### config.mk
export PLATFORM = sky130hd
export DESIGN_NAME = ps2_scancode_rx_flat
export DESIGN_NICKNAME = d
export VERILOG_FILES = /design/src/rtl/ps2_scancode_rx_if.sv /design/src/rtl/ps2_scancode_rx.sv /design/src/flat_wrapper.sv
export SDC_FILE = /design/constraint.sdc
export NUM_CORES = 1
export LEC_CHECK = 0
export ABC_AREA = 1
export CORE_UTILIZATION = 53
export CTS_CLUSTER_SIZE = 40
export DETAILED_ROUTE_END_ITERATION = 10
export GPL_TIMING_DRIVEN = 0
export PLACE_DENSITY = 0.73
export SLEW_MARGIN = 20
export SYNTH_ARGS = -nofsm -noshare
export SYNTH_HDL_FRONTEND = slang
export SYNTH_SLANG_ARGS = --single-unit
### constraint.sdc
create_clock -name CLOCK_50 -period 1.57 [get_ports CLOCK_50]
set_input_delay 0.314 -clock CLOCK_50 [delete_from_list [all_inputs] [get_ports CLOCK_50]]
set_output_delay 0.314 -clock CLOCK_50 [all_outputs]
set_load 0.02 [all_outputs]
### src/rtl/ps2_scancode_rx_if.sv
// Key-event bus from the PS/2 receiver to the key-to-note decoder.
// One event per completed scan code, or one frame_error pulse; there is no back-pressure.
interface ps2_scancode_rx_if;
    logic [7:0] code;
    logic       code_valid;
    logic       code_break;
    logic       code_extended;
    logic       frame_error;

    modport master (
        output code,
        output code_valid,
        output code_break,
        output code_extended,
        output frame_error
    );

    modport slave (
        input code,
        input code_valid,
        input code_break,
        input code_extended,
        input frame_error
    );
endinterface

### src/rtl/ps2_scancode_rx.sv
// PS/2 device-to-host deframer; folds E0/F0 prefixes into flags and emits one event per scan code.
// Outputs register two cycles after the synchronised clock fall; receive-only, never stalls.
module ps2_scancode_rx #(
    parameter int TIMEOUT_CYCLES = 50000
) (
    input  logic              CLOCK_50,
    input  logic              reset,
    input  logic              ps2_clk,
    input  logic              ps2_dat,
    ps2_scancode_rx_if.master key
);
    localparam int             CW       = (TIMEOUT_CYCLES > 1) ? $clog2(TIMEOUT_CYCLES) : 1;
    localparam logic [CW-1:0]  CNT_LAST = CW'(TIMEOUT_CYCLES - 1);
    localparam logic [CW-1:0]  CNT_MAX  = '1;

    typedef enum logic [1:0] {IDLE, DATA, PARITY, STOP} state_t;

    state_t        state_q, state_d;
    logic          clk_s1_q, clk_s1_d, clk_s2_q, clk_s2_d, clk_prev_q, clk_prev_d;
    logic          dat_s1_q, dat_s1_d, dat_s2_q, dat_s2_d;
    logic [2:0]    bit_cnt_q, bit_cnt_d;
    logic [CW-1:0] idle_cnt_q, idle_cnt_d;
    logic [7:0]    shift_q, shift_d;
    logic          parity_q, parity_d;
    logic          break_pend_q, break_pend_d;
    logic          ext_pend_q, ext_pend_d;
    logic [7:0]    code_q, code_d;
    logic          code_valid_q, code_valid_d;
    logic          code_break_q, code_break_d;
    logic          code_ext_q, code_ext_d;
    logic          frame_error_q, frame_error_d;
    logic          fall;

    assign fall = clk_prev_q & ~clk_s2_q;

    always_comb begin
        state_d       = state_q;
        clk_s1_d      = ps2_clk;
        clk_s2_d      = clk_s1_q;
        clk_prev_d    = clk_s2_q;
        dat_s1_d      = ps2_dat;
        dat_s2_d      = dat_s1_q;
        bit_cnt_d     = bit_cnt_q;
        idle_cnt_d    = idle_cnt_q;
        shift_d       = shift_q;
        parity_d      = parity_q;
        break_pend_d  = break_pend_q;
        ext_pend_d    = ext_pend_q;
        code_d        = code_q;
        code_valid_d  = 1'b0;
        code_break_d  = code_break_q;
        code_ext_d    = code_ext_q;
        frame_error_d = 1'b0;

        if (state_q == IDLE || fall) begin
            idle_cnt_d = '0;
        end else if (idle_cnt_q != CNT_MAX) begin
            idle_cnt_d = idle_cnt_q + 1'b1;
        end

        case (state_q)
            IDLE: begin
                if (fall && !dat_s2_q) begin
                    state_d   = DATA;
                    bit_cnt_d = 3'd0;
                end
            end
            DATA: begin
                if (fall) begin
                    shift_d   = {dat_s2_q, shift_q[7:1]};
                    bit_cnt_d = bit_cnt_q + 3'd1;
                    if (bit_cnt_q == 3'd7) begin
                        state_d = PARITY;
                    end
                end
            end
            PARITY: begin
                if (fall) begin
                    parity_d = dat_s2_q;
                    state_d  = STOP;
                end
            end
            STOP: begin
                if (fall) begin
                    state_d = IDLE;
                    if ((^{shift_q, parity_q}) && dat_s2_q) begin
                        if (shift_q == 8'hF0) begin
                            break_pend_d = 1'b1;
                        end else if (shift_q == 8'hE0) begin
                            ext_pend_d = 1'b1;
                        end else begin
                            code_d       = shift_q;
                            code_break_d = break_pend_q;
                            code_ext_d   = ext_pend_q;
                            code_valid_d = 1'b1;
                            break_pend_d = 1'b0;
                            ext_pend_d   = 1'b0;
                        end
                    end else begin
                        frame_error_d = 1'b1;
                        break_pend_d  = 1'b0;
                        ext_pend_d    = 1'b0;
                    end
                end
            end
            default: state_d = IDLE;
        endcase

        // A fall in the same cycle as expiry takes the bit instead of timing out.
        if (state_q != IDLE && !fall && idle_cnt_q == CNT_LAST) begin
            state_d       = IDLE;
            idle_cnt_d    = '0;
            frame_error_d = 1'b1;
            break_pend_d  = 1'b0;
            ext_pend_d    = 1'b0;
        end
    end

    always_ff @(posedge CLOCK_50) begin
        if (reset) begin
            state_q       <= IDLE;
            clk_s1_q      <= 1'b1;
            clk_s2_q      <= 1'b1;
            clk_prev_q    <= 1'b1;
            dat_s1_q      <= 1'b1;
            dat_s2_q      <= 1'b1;
            bit_cnt_q     <= 3'd0;
            idle_cnt_q    <= '0;
            shift_q       <= 8'h00;
            parity_q      <= 1'b0;
            break_pend_q  <= 1'b0;
            ext_pend_q    <= 1'b0;
            code_q        <= 8'h00;
            code_valid_q  <= 1'b0;
            code_break_q  <= 1'b0;
            code_ext_q    <= 1'b0;
            frame_error_q <= 1'b0;
        end else begin
            state_q       <= state_d;
            clk_s1_q      <= clk_s1_d;
            clk_s2_q      <= clk_s2_d;
            clk_prev_q    <= clk_prev_d;
            dat_s1_q      <= dat_s1_d;
            dat_s2_q      <= dat_s2_d;
            bit_cnt_q     <= bit_cnt_d;
            idle_cnt_q    <= idle_cnt_d;
            shift_q       <= shift_d;
            parity_q      <= parity_d;
            break_pend_q  <= break_pend_d;
            ext_pend_q    <= ext_pend_d;
            code_q        <= code_d;
            code_valid_q  <= code_valid_d;
            code_break_q  <= code_break_d;
            code_ext_q    <= code_ext_d;
            frame_error_q <= frame_error_d;
        end
    end

    assign key.code          = code_q;
    assign key.code_valid    = code_valid_q;
    assign key.code_break    = code_break_q;
    assign key.code_extended = code_ext_q;
    assign key.frame_error   = frame_error_q;
endmodule

### src/flat_wrapper.sv
// flat-port wrapper written by rule: the top's interface ports become plain ports
module ps2_scancode_rx_flat 
#(
    parameter int TIMEOUT_CYCLES = 50000
)
  (CLOCK_50, reset, ps2_clk, ps2_dat, key_code, key_code_valid, key_code_break, key_code_extended, key_frame_error);
  ps2_scancode_rx_if key_i ();
  input  logic CLOCK_50;
  input  logic reset;
  input  logic ps2_clk;
  input  logic ps2_dat;
  output wire logic [$bits(key_i.code)-1:0] key_code;
  output wire logic [$bits(key_i.code_valid)-1:0] key_code_valid;
  output wire logic [$bits(key_i.code_break)-1:0] key_code_break;
  output wire logic [$bits(key_i.code_extended)-1:0] key_code_extended;
  output wire logic [$bits(key_i.frame_error)-1:0] key_frame_error;
  assign key_code = key_i.code;
  assign key_code_valid = key_i.code_valid;
  assign key_code_break = key_i.code_break;
  assign key_code_extended = key_i.code_extended;
  assign key_frame_error = key_i.frame_error;
  ps2_scancode_rx #(.TIMEOUT_CYCLES(TIMEOUT_CYCLES)) u_core (.CLOCK_50(CLOCK_50), .reset(reset), .ps2_clk(ps2_clk), .ps2_dat(ps2_dat), .key(key_i));
endmodule
==> PnR_summary.wiki <==
{| class="wikitable"
! Metric !! Value
|-
| Shortest period the worst path allows || 1.71 ns
|-
| Placed Instances || 406
|-
| 1st-iter DRT viols || 141
|-
| Worst hold stages || 1
|-
| Post-synthesis register bit count || 49
|-
| Static leakage || 0.00145 uW
|-
| Die Footprint || 4860 sq um
|-
| Sequential-to-total area share from yosys stat || 40.4%
|-
| Post-layout instance count excluding filler cells || 438
|-
| Mean instance size in the synthesized netlist || 7.16 sq um
|-
| Ant. Diodes || 0
|-
| GRT overflow || 0
|-
| Clock network latency to the later pin of the worst-skew pair || 0.31 ns
|-
| Data required, critical path || 1.77 ns
|-
| Router iterations before antenna repair || 4
|-
| Register clock-pin slew on the reported worst setup and hold paths || 0.09 ns
|-
| Final net count || 396
|-
| Die width || 69.7 um
|-
| Cts hold-fix bufs || 0
|-
| Data arrival at the endpoint of the critical path || 1.92 ns
|-
| Worst-case hold path end point || u_core.clk_prev_d
|-
| Worst ir drop on vdd || 0.000632 V
|-
| Highest clock rate || 0.584 GHz
|-
| Outcome || finished with violations
|-
| Area share of xor/xnor cells in the synthesized design || 2.89%
|-
| Post-Synth Simple-Gate Area || 32.3%
|-
| Number of endpoints with negative hold slack in the final report || 0
|-
| Total routed wirelength || 5800 um
|-
| Number of maximum-capacitance violations || 0
|-
| Pins Over Slew Limit || 0
|-
| Largest net degree at the start of global routing || 16
|-
| Synthesis-to-layout area growth || 37.8%
|-
| Critical path type || register to register
|-
| Number of distinct library cell variants in the gate-level netlist after synthesis || 30
|-
| Post-detailed-route DRC marker count || 0
|-
| Post-Syn Area || 2430 sq um
|-
| Area fraction in compound gates after synthesis || 10.1%
|-
| Vias per std cell || 5.36
|-
| Register-to-Register Setup Slack || -0.14 ns
|-
| Final setup vio count || 19
|-
| Final Cycle Share || 109%
|-
| Num Clock Sinks || 49
|-
| Post-Synthesis Cells || 339
|-
| Worst Setup Slack, final || -0.142 ns
|-
| Largest cells by area after synthesis || dfxtp_1, nand2_1, inv_1, a21oi_1, nor2_1
|-
| Transition time of the tightest slew-check pin || 0.683 ns
|-
| Relative slew slack || 54.4%
|-
| Maximum buffer depth of the clock tree || 2
|-
| WL per Instance || 13.2 um
|-
| Path category of the worst min-delay check || register to register
|-
| Chip height || 69.7 um
|-
| Share of cell area taken by muxes after synthesis || 0%
|-
| Initial antenna violation count || 0
|-
| DP Wirelength || 3610 um
|-
| Setup repair after global routing missed its margin || yes
|-
| Clock tree from TritonCTS || yes
|-
| Total CTS buffers || 5
|-
| Pre-CTS setup slack || -0.260 ns
|-
| First-pass GRT wire length || 9090 um
|-
| Via count || 2347
|-
| Ratio of cells with drive above 1 in the final layout || 38.6%
|-
| Post-Route Skew || 0.00464 ns
|-
| Total global-route track usage || 23.3%
|-
| Detail Route Antenna Nets || 0
|-
| Root Buffer Master || clkbuf_8
|-
| Via count of the first global-routing pass || 2095
|-
| Depth of the most critical reg-to-reg path || 9
|-
| Adder-cell area share of the yosys netlist || 3.61%
|-
| Core outline area || 4380 sq um
|-
| Startpoint of the worst-slack reg-to-reg timing path || u_core.idle_cnt_q[1]
|-
| Yosys synthesis warning count || 0
|-
| Synth area leader || dfxtp_1
|-
| Initial Util || 55.4%
|-
| Gp weighted congestion || 0.965
|-
| Startpoint of the tightest hold check path || u_core.clk_s1_q
|-
| Number of rows in the core area || 24
|-
| Combinational family with the most area after synthesis || simple AND/OR/NAND/NOR gates
|-
| Maximum level of the CTS H-tree || 2
|-
| Power density cells || 707 nW/um^2
|-
| IO Count || 16
|-
| Endpoint of the lowest-slack register-to-register path || u_core.idle_cnt_q[2]
|-
| Kind of end point of the critical path || register
|-
| Startpoint Class || register
|-
| Mapped Nets || 350
|-
| Violations in the final reports || negative setup slack
|-
| Yosys top cell area share || 40.4%
|-
| Buffers on Ports || 15
|-
| Maximum fanout along the worst path || 5
|}
==> repair_timing <==
item                       CTS  global route
cloned                       0             2
resized for setup           33           113
setup endpoints to repair   40            43
setup buffers                8            14
pin swaps                   12            35
==> per-layer routing <==
metal  wire [um]  up-vias  global-route usage (%)
met4         102        0                    9.78
met1        2680     1100                    29.9
met3         211       13                    4.80
met5           0        -                       0
li1            -     1188                       -
met2        2800       46                    38.3
==> critical path: stages (launching register included) <==
cell	delay, ns
dfxtp_4	0.37
ha_4	0.15
nand2_4	0.06
inv_4	0.06
nand3b_4	0.09
nor3_4	0.30
nand4_1	0.21
buf_4	0.20
a21oi_2	0.12
nor3_1	0.05
==> layout by cell type (no fill, tap or decap), types with 6 or more instances in the layout <==
cell and instances:
nor3_1 10, a21oi_1 20, xor2_1 7, o21ai_0 11, nor2_1 27, dfxtp_4 8, buf_4 21, nand2_4 9
dlygate4sd2_1 7, dfxtp_2 10, inv_1 37, nor2_4 6, clkbuf_8 6, nand4_1 13, nand2_2 16, nand2_1 40
nand3_1 11, inv_2 13, a21oi_2 11, dfxtp_1 31, nand3_2 8
==> area by class of cell <==
type / count / area [sq um]
plain buffers: 9 / 66.3
clock buffers: 6 / 82.6
clock inverters: 2 / 37.5
fillers: 299 / 1040
inverters: 54 / 213
multi-input cells: 227 / 1530
flip-flops and latches: 49 / 1020
well taps: 52 / 65.1
repair buffers: 39 / 334
==> per-stage QoR <==
stage	hold WS [ns]	setup TNS, ns	util, %	total power [uW]	instance area [sq um]
2_1_floorplan	0.389	0	-	1380	2430
3_3_place_gp	0.394	-3.67	60.3	1410	2640
3_5_place_dp	0.398	-4.14	60.3	1410	2640
4_1_cts	0.421	-0.923	65.9	2350	2890
5_1_grt	0.440	-3.82	76.3	2450	3350
6_report	0.417	-1.70	76.3	2370	3350
==> how the worst max path moves through the flow <==
| stage | from | endpoint | slack [ns] |
|---|---|---|---|
| after floorplan | u_core.idle_cnt_q[0] | u_core.idle_cnt_q[5] | 0.04 |
| after global placement | u_core.idle_cnt_q[0] | u_core.idle_cnt_q[5] | -0.26 |
| after detailed placement | u_core.idle_cnt_q[0] | u_core.idle_cnt_q[6] | -0.26 |
| after CTS | u_core.idle_cnt_q[1] | u_core.idle_cnt_q[3] | -0.08 |
| after global routing | u_core.idle_cnt_q[0] | u_core.idle_cnt_q[2] | -0.24 |
| final | u_core.idle_cnt_q[1] | u_core.idle_cnt_q[2] | -0.14 |
==> synth_stat cells <==
cell / n
nor3_1: 17
nor2_2: 1
nand3b_4: 1
nand3_1: 17
nor4_1: 4
xnor2_1: 1
nand2_2: 2
inv_2: 2
xor2_1: 7
a21oi_1: 32
nand3_2: 3
or2_2: 4
nor2_1: 37
nor3_4: 1
o21ai_0: 11
dfxtp_1: 49
clkinv_1: 1
and2_1: 1
nand2_4: 1
a211oi_1: 2
o21bai_1: 1
ha_1: 7
inv_1: 51
o211ai_1: 1
nand4_1: 13
buf_6: 3
nand3b_1: 1
clkbuf_1: 4
buf_2: 2
nand2_1: 62
==> cells by family (layout without fill, tap and decap cells) <==
kind of cell	Yosys count	count (layout)
buf+inv	63	110
simple gates	165	165
fa+ha+maj	7	7
flops	49	49
compound gates	47	47
xor+xnor	8	8
==> flip-flops by register name, summed over array words and instances, names as in the netlist <==
name / flops
u_core.dat_s1_q: 1
u_core.dat_s2_q: 1
u_core.clk_s1_q: 1
u_core.parity_q: 1
u_core.clk_prev_q: 1
u_core.key.code_valid: 1
u_core.shift_q: 8
u_core.bit_cnt_q: 3
u_core.key.frame_error: 1
u_core.key.code: 8
u_core.break_pend_q: 1
u_core.key.code_break: 1
u_core.state_q: 2
u_core.clk_prev_d: 1
u_core.idle_cnt_q: 16
u_core.key.code_extended: 1
u_core.ext_pend_q: 1
==> power breakdown <==
part           internal [uW]  leakage [uW]  switching, uW
logic                   74.6      0.000982            105
clock network            518     0.0000574            414
registers               1240      0.000407           11.6
(Power assumes the default switching activity.)
